## src/rtl/axil_master.sv

```systemverilog
// AXI4-Lite master: turns single valid/ready register commands into AXI-Lite
// write (AW+W->B) or read (AR->R) transactions, one outstanding at a time.
// Ports:
//   m_axi_aclk, m_axi_areset   clock, synchronous active-high reset
//   cmd_*                      command in (valid/ready, we, addr, wdata, wstrb)
//   rsp_*                      response out (valid/ready, we, rdata, resp)
//   m_axi_aw*/w*/b*/ar*/r*     AXI4-Lite master channels
module axil_master #(
  parameter int axil_addr_width = 32,
  parameter int axil_data_width = 32
) (
  input  logic                         m_axi_aclk,
  input  logic                         m_axi_areset,
  input  logic                         cmd_valid,
  output logic                         cmd_ready,
  input  logic                         cmd_we,
  input  logic [axil_addr_width-1:0]   cmd_addr,
  input  logic [axil_data_width-1:0]   cmd_wdata,
  input  logic [axil_data_width/8-1:0] cmd_wstrb,
  output logic                         rsp_valid,
  input  logic                         rsp_ready,
  output logic                         rsp_we,
  output logic [axil_data_width-1:0]   rsp_rdata,
  output logic [1:0]                   rsp_resp,
  output logic                         m_axi_awvalid,
  input  logic                         m_axi_awready,
  output logic [axil_addr_width-1:0]   m_axi_awaddr,
  output logic [2:0]                   m_axi_awprot,
  output logic                         m_axi_wvalid,
  input  logic                         m_axi_wready,
  output logic [axil_data_width-1:0]   m_axi_wdata,
  output logic [axil_data_width/8-1:0] m_axi_wstrb,
  input  logic                         m_axi_bvalid,
  output logic                         m_axi_bready,
  input  logic [1:0]                   m_axi_bresp,
  output logic                         m_axi_arvalid,
  input  logic                         m_axi_arready,
  output logic [axil_addr_width-1:0]   m_axi_araddr,
  output logic [2:0]                   m_axi_arprot,
  input  logic                         m_axi_rvalid,
  output logic                         m_axi_rready,
  input  logic [axil_data_width-1:0]   m_axi_rdata,
  input  logic [1:0]                   m_axi_rresp
);

  typedef enum logic [2:0] {
    IDLE, WR, WB, RA, RR, RSP
  } state_t;

  state_t state, state_d;

  logic [axil_addr_width-1:0]   addr_q;
  logic [axil_data_width-1:0]   wdata_q;
  logic [axil_data_width/8-1:0] wstrb_q;
  logic [axil_data_width-1:0]   rdata_q;
  logic [1:0]                   resp_q;
  logic                         we_q;
  logic                         aw_done;
  logic                         w_done;

  always_ff @(posedge m_axi_aclk) begin
    if (m_axi_areset) state <= IDLE;
    else              state <= state_d;
  end

  // Channel valids/readies are pure decodes of registered state.
  always_comb begin
    state_d       = state;
    cmd_ready     = 1'b0;
    m_axi_awvalid = 1'b0;
    m_axi_wvalid  = 1'b0;
    m_axi_bready  = 1'b0;
    m_axi_arvalid = 1'b0;
    m_axi_rready  = 1'b0;
    rsp_valid     = 1'b0;
    unique case (state)
      IDLE: begin
        cmd_ready = !m_axi_areset;
        if (cmd_valid && cmd_ready)
          state_d = cmd_we ? WR : RA;
      end
      WR: begin
        m_axi_awvalid = !aw_done;
        m_axi_wvalid  = !w_done;
        // Both may complete in the same cycle or in either order.
        if ((aw_done || m_axi_awready) &&
            (w_done || m_axi_wready))
          state_d = WB;
      end
      WB: begin
        m_axi_bready = 1'b1;
        if (m_axi_bvalid) state_d = RSP;
      end
      RA: begin
        m_axi_arvalid = 1'b1;
        if (m_axi_arready) state_d = RR;
      end
      RR: begin
        m_axi_rready = 1'b1;
        if (m_axi_rvalid) state_d = RSP;
      end
      RSP: begin
        rsp_valid = 1'b1;
        if (rsp_ready) state_d = IDLE;
      end
      default: state_d = IDLE;
    endcase
  end

  always_ff @(posedge m_axi_aclk) begin
    if (m_axi_areset) begin
      addr_q  <= '0;
      wdata_q <= '0;
      wstrb_q <= '0;
      we_q    <= 1'b0;
      aw_done <= 1'b0;
      w_done  <= 1'b0;
      rdata_q <= '0;
      resp_q  <= '0;
    end else begin
      if (cmd_valid && cmd_ready) begin
        addr_q  <= cmd_addr;
        wdata_q <= cmd_wdata;
        wstrb_q <= cmd_wstrb;
        we_q    <= cmd_we;
        aw_done <= 1'b0;
        w_done  <= 1'b0;
      end
      if (m_axi_awvalid && m_axi_awready) aw_done <= 1'b1;
      if (m_axi_wvalid && m_axi_wready)   w_done  <= 1'b1;
      if (m_axi_bvalid && m_axi_bready) begin
        resp_q  <= m_axi_bresp;
        rdata_q <= '0;
      end
      if (m_axi_rvalid && m_axi_rready) begin
        resp_q  <= m_axi_rresp;
        rdata_q <= m_axi_rdata;
      end
    end
  end

  assign m_axi_awaddr = addr_q;
  assign m_axi_araddr = addr_q;
  assign m_axi_wdata  = wdata_q;
  assign m_axi_wstrb  = wstrb_q;
  assign m_axi_awprot = 3'b000;
  assign m_axi_arprot = 3'b000;
  assign rsp_we       = we_q;
  assign rsp_rdata    = rdata_q;
  assign rsp_resp     = resp_q;

  // A raised request valid holds with a stable payload until accepted.
  a_aw_hold: assert property (@(posedge m_axi_aclk)
    disable iff (m_axi_areset)
    m_axi_awvalid && !m_axi_awready |=>
      m_axi_awvalid && $stable(m_axi_awaddr));
  a_w_hold: assert property (@(posedge m_axi_aclk)
    disable iff (m_axi_areset)
    m_axi_wvalid && !m_axi_wready |=>
      m_axi_wvalid && $stable(m_axi_wdata) &&
      $stable(m_axi_wstrb));
  a_ar_hold: assert property (@(posedge m_axi_aclk)
    disable iff (m_axi_areset)
    m_axi_arvalid && !m_axi_arready |=>
      m_axi_arvalid && $stable(m_axi_araddr));

endmodule

```

## config.mk

```make
export PLATFORM = sky130hd
export DESIGN_NAME = axil_master
export DESIGN_NICKNAME = d
export VERILOG_FILES = /design/src/rtl/axil_master.sv
export SDC_FILE = /design/constraint.sdc
export NUM_CORES = 1
export LEC_CHECK = 0
export CAP_MARGIN = 20
export CELL_PAD_IN_SITES_DETAIL_PLACEMENT = 0
export CELL_PAD_IN_SITES_GLOBAL_PLACEMENT = 1
export CORE_MARGIN = 3
export CORE_UTILIZATION = 25
export CTS_CLUSTER_DIAMETER = 30
export DETAILED_ROUTE_END_ITERATION = 16
export PLACE_DENSITY_LB_ADDON = 0.1
export SYNTH_ARGS = -nofsm -noshare
export SYNTH_HDL_FRONTEND = slang
export SYNTH_SLANG_ARGS = --single-unit
```

## constraint.sdc

```tcl
create_clock -name m_axi_aclk -period 1.8 [get_ports m_axi_aclk]
set_input_delay 0.27 -clock m_axi_aclk [delete_from_list [all_inputs] [get_ports m_axi_aclk]]
set_output_delay 0.27 -clock m_axi_aclk [all_outputs]
set_load 0.01 [all_outputs]
```

==> run metrics, run 1 <==
unrepaired setup endpoints after global routing false; Vias/cell 4.37; Die X-Extent 136 um; Slew Limit Fails 0; root buf cell clkbuf_16; # Post-CTS Setup Buffers 0; row count 46; Antenna Nets Post-Route 0; sw frac 0.326; Fin. Hold Viols 0; YS warnings 0; # clock sinks 108; post-synthesis sequential area ratio 0.512; Area growth syn-to-layout 64.7%; core region area 0.0162 sq mm; final setup violation count 0; filler-free cell count of the finished design 928; PortBufs 255; Antenna Cells 0; Setup TNS 0 ns; fin crit period 1.74 ns; largest net degree at the start of global routing 72; Gate Count Post-Synth 502; antenna violations before repair 0; Hold Crit Class in2reg; most frequent cell after synthesis nand2_1; Die Ht 136 um; Initial DRT Pass Iterations 4; Clock Power Share 0.216; CP Capture Type primary output; Seq cells post-synth 108; Clock Path Buffers 2; cell area after synthesis 0.00422 sq mm; via count 4058; Filler cells 1621; hold_buf cts 0; CP max FO 11; Total Nets Final 823; Final period util 0.966; combinational share of power 0.402; startpoint types register; CTS tree done; Multi-input gate area 0.00159 sq mm; Main synth FF type dfxtp_1; crit path DAT 1.47 ns; internal power 0.00565 W; residual DRC count 0; vias in the first global route 3805; status finished, final reports clean; die area 0.0185 sq mm; starting density of the core 0.261; Avg Cell Area, Syn 8.40 sq um; Power Dens Cells 1200 mW/mm^2; dpl cells 914; total wire length 13900 um; DR iter-0 viols 187; H-tree levels 3; data required time at the worst endpoint 1.53 ns; EDFF count, synth 0; Reg area 0.00216 sq mm; synth cell count leaders nand2_1, dfxtp_1, nand3_1, buf_4, nor2_1; CTS buffer count 9; sw power 0.00273 W; Area contributors post-synth dfxtp_1, nand2_1, nand3_1; share of the synthesized area in the top cell type 0.512; clock skew 0.00539 ns; CTS clk-pin slew, worst paths 0.07 ns; Sequential Power Share 0.383; layout cell share with drive strength beyond 1 0.0548; WL/cell 15.0 um; ys async rst share 0; GRT overflow 0; max-cap violation count 0; Crit Path Category reg2out; Peak VDD IR 0.000642 V; Total Routing Usage GR 0.142; number of distinct library cells after synthesis 37; P_leak 2.83 nW; DPL Wire Length 9750 um; routability cong. 0.747; dominant cell type by area after synthesis dfxtp_1; first-pass GRT wire length 20600 um; Max Freq 575 MHz; clock latency on the worst-skew pair 0.35 ns; I/O pin count 262
[repair_timing]
| item | 4_1_cts | 5_1_grt |
|---|---|---|
| endpoints found under the hold margin | 0 | 0 |
| resized for setup | 10 | 7 |
| setup endpoints to repair | 7 | 4 |
| gates cloned | 0 | 0 |
[cells in the final DEF, fill, tap and decap left out, types with 2 or more instances in the layout]
cell,netlist,final
a211oi_1,3,3
a22oi_1,30,30
a22oi_2,4,4
and3_1,2,2
buf_12,0,4
buf_4,42,6
clkbuf_1,11,2
clkbuf_16,0,9
clkbuf_2,0,3
clkdlybuf4s50_1,0,247
conb_1,1,6
dfxtp_1,108,108
dlygate4sd2_1,0,3
inv_1,2,2
mux2i_1,3,3
nand2_1,143,142
nand3_1,69,69
nand3b_1,2,2
nor2_1,40,38
nor2_2,0,2
o22ai_1,2,2
[worst paths after layout]
check / slack, ns / to / depth (start not counted) / startpoint
worst min register to register: 0.45 / m_axi_wdata[21] / 2 / m_axi_wdata[21]
worst max register to register: 0.19 / m_axi_wdata[16] / 6 / state[0]
worst max-delay path: 0.06 / m_axi_bready / 4 / state[0]
worst min-delay path: 0.45 / m_axi_wdata[12] / 3 / cmd_wdata[12]
[sequential cells by signal, indices dropped and copies added, names as in the netlist]
name,flops
aw_done,1
m_axi_araddr,32
m_axi_wdata,32
m_axi_wstrb,4
rsp_rdata,32
rsp_resp,2
rsp_we,1
state,3
w_done,1
[cell families after synthesis]
group	count (synthesis)	share of synthesized area
multiplexers	3	0.00712
other	1	0.000889
buffers and inverters	77	0.117
AO/OA/AOI/OAI	47	0.0884
flip-flops	108	0.512
AND/OR/NAND/NOR	266	0.274
[critical path, cell delays in order, from the launching register on]
cell and delay [ns]:
dfxtp_1 0.35, buf_4 0.21, inv_1 0.09, and3_1 0.16
dlygate4sd2_1 0.31
[routing by layer]
metal / GRT usage / up-vias / part of all wire
met4: 0.0526 / 0 / 0.021
met1: 0.173 / 1863 / 0.41
met3: 0.0500 / 17 / 0.082
li1: - / 2022 / -
met2: 0.232 / 156 / 0.49
met5: 0 / - / 0
[power by group through the flow]
stage / Combinational (W) / Clock [W] / Sequential [W]
5_1_grt: 0.00364 / 0.00199 / 0.00326
6_report: 0.00336 / 0.00181 / 0.00320
3_5_place_dp: 0.00345 / 0 / 0.00324
4_1_cts: 0.00344 / 0.00191 / 0.00320
2_1_floorplan: 0.00150 / 0 / 0.00346
3_3_place_gp: 0.00343 / 0 / 0.00323
[cell type report]
class,count,area share
Timing Repair Buffer,265,0.382
Sequential cell,108,0.311
Multi-Input combinational cell,322,0.229
Tap cell,216,0.0389
Clock buffer,12,0.0355
Clock inverter,2,0.00180
Inverter,3,0.00162
[per-stage QoR]
stage                     worst slack [ns]  instance area (sq um)  total power (W)  hold WS, ns   util
after floorplan                      0.398                   4240          0.00496        0.369      -
after global placement              0.0746                   6700          0.00665        0.441  0.414
after detailed placement            0.0375                   6700          0.00669        0.446  0.414
after CTS                          0.00337                   6960          0.00855        0.431  0.430
after global routing               0.00373                   6950          0.00889        0.434  0.430
final                               0.0608                   6950          0.00837        0.452  0.430
Power figures use the tool's default switching activity.
==> inputs of run 2 (changes only) <==
Settings changed: GPL_TIMING_DRIVEN set to 0.
==> run metrics, run 2 (synthesized netlist as in run 1, its figures left out) <==
core region area 0.0162 sq mm (unchanged); routability cong. 0.768 (+2.8%); DPL Wire Length 11300 um (+16%); Reg area 0.00217 sq mm (+0.52%); die area 0.0185 sq mm (unchanged); slowest stage cell, crit path or3b_4; CP max FO 3 (-8); first-pass GRT wire length 22300 um (+8.1%); starting density of the core 0.261 (unchanged); Die X-Extent 136 um (unchanged); final setup violation count 1 (+1); GRT overflow 0 (unchanged); Peak VDD IR 0.000624 V (-2.8%); CTS clk-pin slew, worst paths 0.07 ns (about the same); commonest cells after routing, fill and taps aside clkdlybuf4s50_1, nand2_1, dfxtp_1; total wire length 14800 um (+6.7%); Slew Limit Fails 0 (unchanged); antenna violations before repair 0 (unchanged); Fin. Hold Viols 0 (unchanged); clock skew 0.00701 ns (+0.00162 ns); unrepaired setup endpoints after global routing true; violations in the final reports negative setup slack; dpl cells 978 (+7.0%); Total Nets Final 899 (+9.2%); Final period util 1.03 (+0.0675); status finished, violations left; largest net degree at the start of global routing 17 (-76%); WL/cell 14.8 um (-1.6%); via count 4367 (+7.6%); CP Capture Type primary output; Largest stage delay, worst path 0.42 ns (+0.07 ns); startpoint types register; most used cell, CP buf_6; Area growth syn-to-layout 77.5%; clock latency on the worst-skew pair 0.35 ns (about the same); H-tree levels 3 (unchanged); residual DRC count 0 (unchanged); Crit Path Category reg2out; Layout Utilization 0.463 (+0.0333); crit path DAT 1.59 ns (+0.12 ns); Vias/cell 4.34 (-0.73%); Initial DRT Pass Iterations 5 (+1); I/O pin count 262 (unchanged); vias in the first global route 4161 (+9.4%); root buf cell clkbuf_16; Multi-input gate area 0.00160 sq mm (+0.24%); CTS tree done; Die Ht 136 um (unchanged); Hold Crit Class in2reg; row count 46 (unchanged); PortBufs 255 (unchanged); commonest non-fill, non-tap cell in the layout clkdlybuf4s50_1; Filler cells 1617 (-0.25%); Clock Path Buffers 2 (unchanged); # clock sinks 108 (unchanged); max-cap violation count 0 (unchanged); Power Dens Cells 1230 mW/mm^2 (+1.8%); Antenna Cells 0 (unchanged); P_leak 3.17 nW (+12%); layout cell share with drive strength beyond 1 0.132 (+0.0769); data required time at the worst endpoint 1.53 ns (about the same); DR iter-0 viols 120 (-36%); Total Routing Usage GR 0.153 (+0.0106); worst slack, placed -0.277 ns (-0.314 ns); hold_buf cts 0 (unchanged); Antenna Nets Post-Route 0 (unchanged); fin crit period 1.86 ns (+0.121 ns); final worst setup slack -0.0607 ns (-0.121 ns); Max Freq 537 MHz (-6.5%); CTS buffer count 9 (unchanged); filler-free cell count of the finished design 1006 (+8.4%); worst path cell trace buf_8, or3b_4, buf_6, nor2_4, buf_6
[run 2: cell count changes in the layout (fill, tap and decap cells not counted), sizes merged]
| cell | delta |
|---|---|
| buf | +64 |
| bufinv | +1 |
| clkbuf | +12 |
| dlygate4sd2 | -1 |
| clkdlybuf4s50 | +1 |
| clkinv | +1 |
[run 2: layer usage]
layer  share of wire  track usage
met1            0.41        0.182
met2            0.49        0.257
met3           0.090       0.0640
met4           0.011       0.0358
met5               0            0
[run 2: path summary, 6_finish.rpt]
kind              startpoint               to  slack (ns)  cells past startpoint
max                 state[2]    m_axi_awvalid       -0.06                      5
min             cmd_wstrb[2]   m_axi_wstrb[2]        0.45                      3
max reg2reg         state[2]  m_axi_wdata[12]        0.13                      6
min reg2reg  m_axi_wdata[28]  m_axi_wdata[28]        0.46                      2
[run 2: power breakdown]
part	switching [W]	internal, W
Sequential	0.000337	0.00291
Combinational	0.00169	0.00222
Clock	0.000887	0.00115
Total	0.00291	0.00628
[run 2: critical path: cells and delay by family (launching register included)]
family | cells | cell delay [ns]
buffers and inverters | 3 | 0.35
flip-flops | 1 | 0.35
AND/OR/NAND/NOR | 2 | 0.53
[run 2: area by class of cell]
cell class,count,area share
buffer,74,0.0672
clock buffer,12,0.0342
clock inverter,4,0.00635
inverter,3,0.00150
multi-input combinational,322,0.213
sequential,108,0.290
tap,216,0.0361
timing repair buffer,267,0.351
[run 2: per-stage QoR]
stage	total power, W	TNS (ns)	area, sq um	hold slack, ns
after floorplan	0.00496	0	4240	0.369
after global placement	0.00695	-19.56	7060	0.440
after detailed placement	0.00700	-23.04	7060	0.445
after CTS	0.00922	-0.0915	7430	0.429
after global routing	0.00974	-0.192	7490	0.429
final	0.00919	-0.0607	7490	0.451
[run 2: timing repair]
action,4_1_cts,5_1_grt
resized for setup,28,11
buffers inserted,5,7
pin swaps,1,2
setup endpoints to repair,7,32
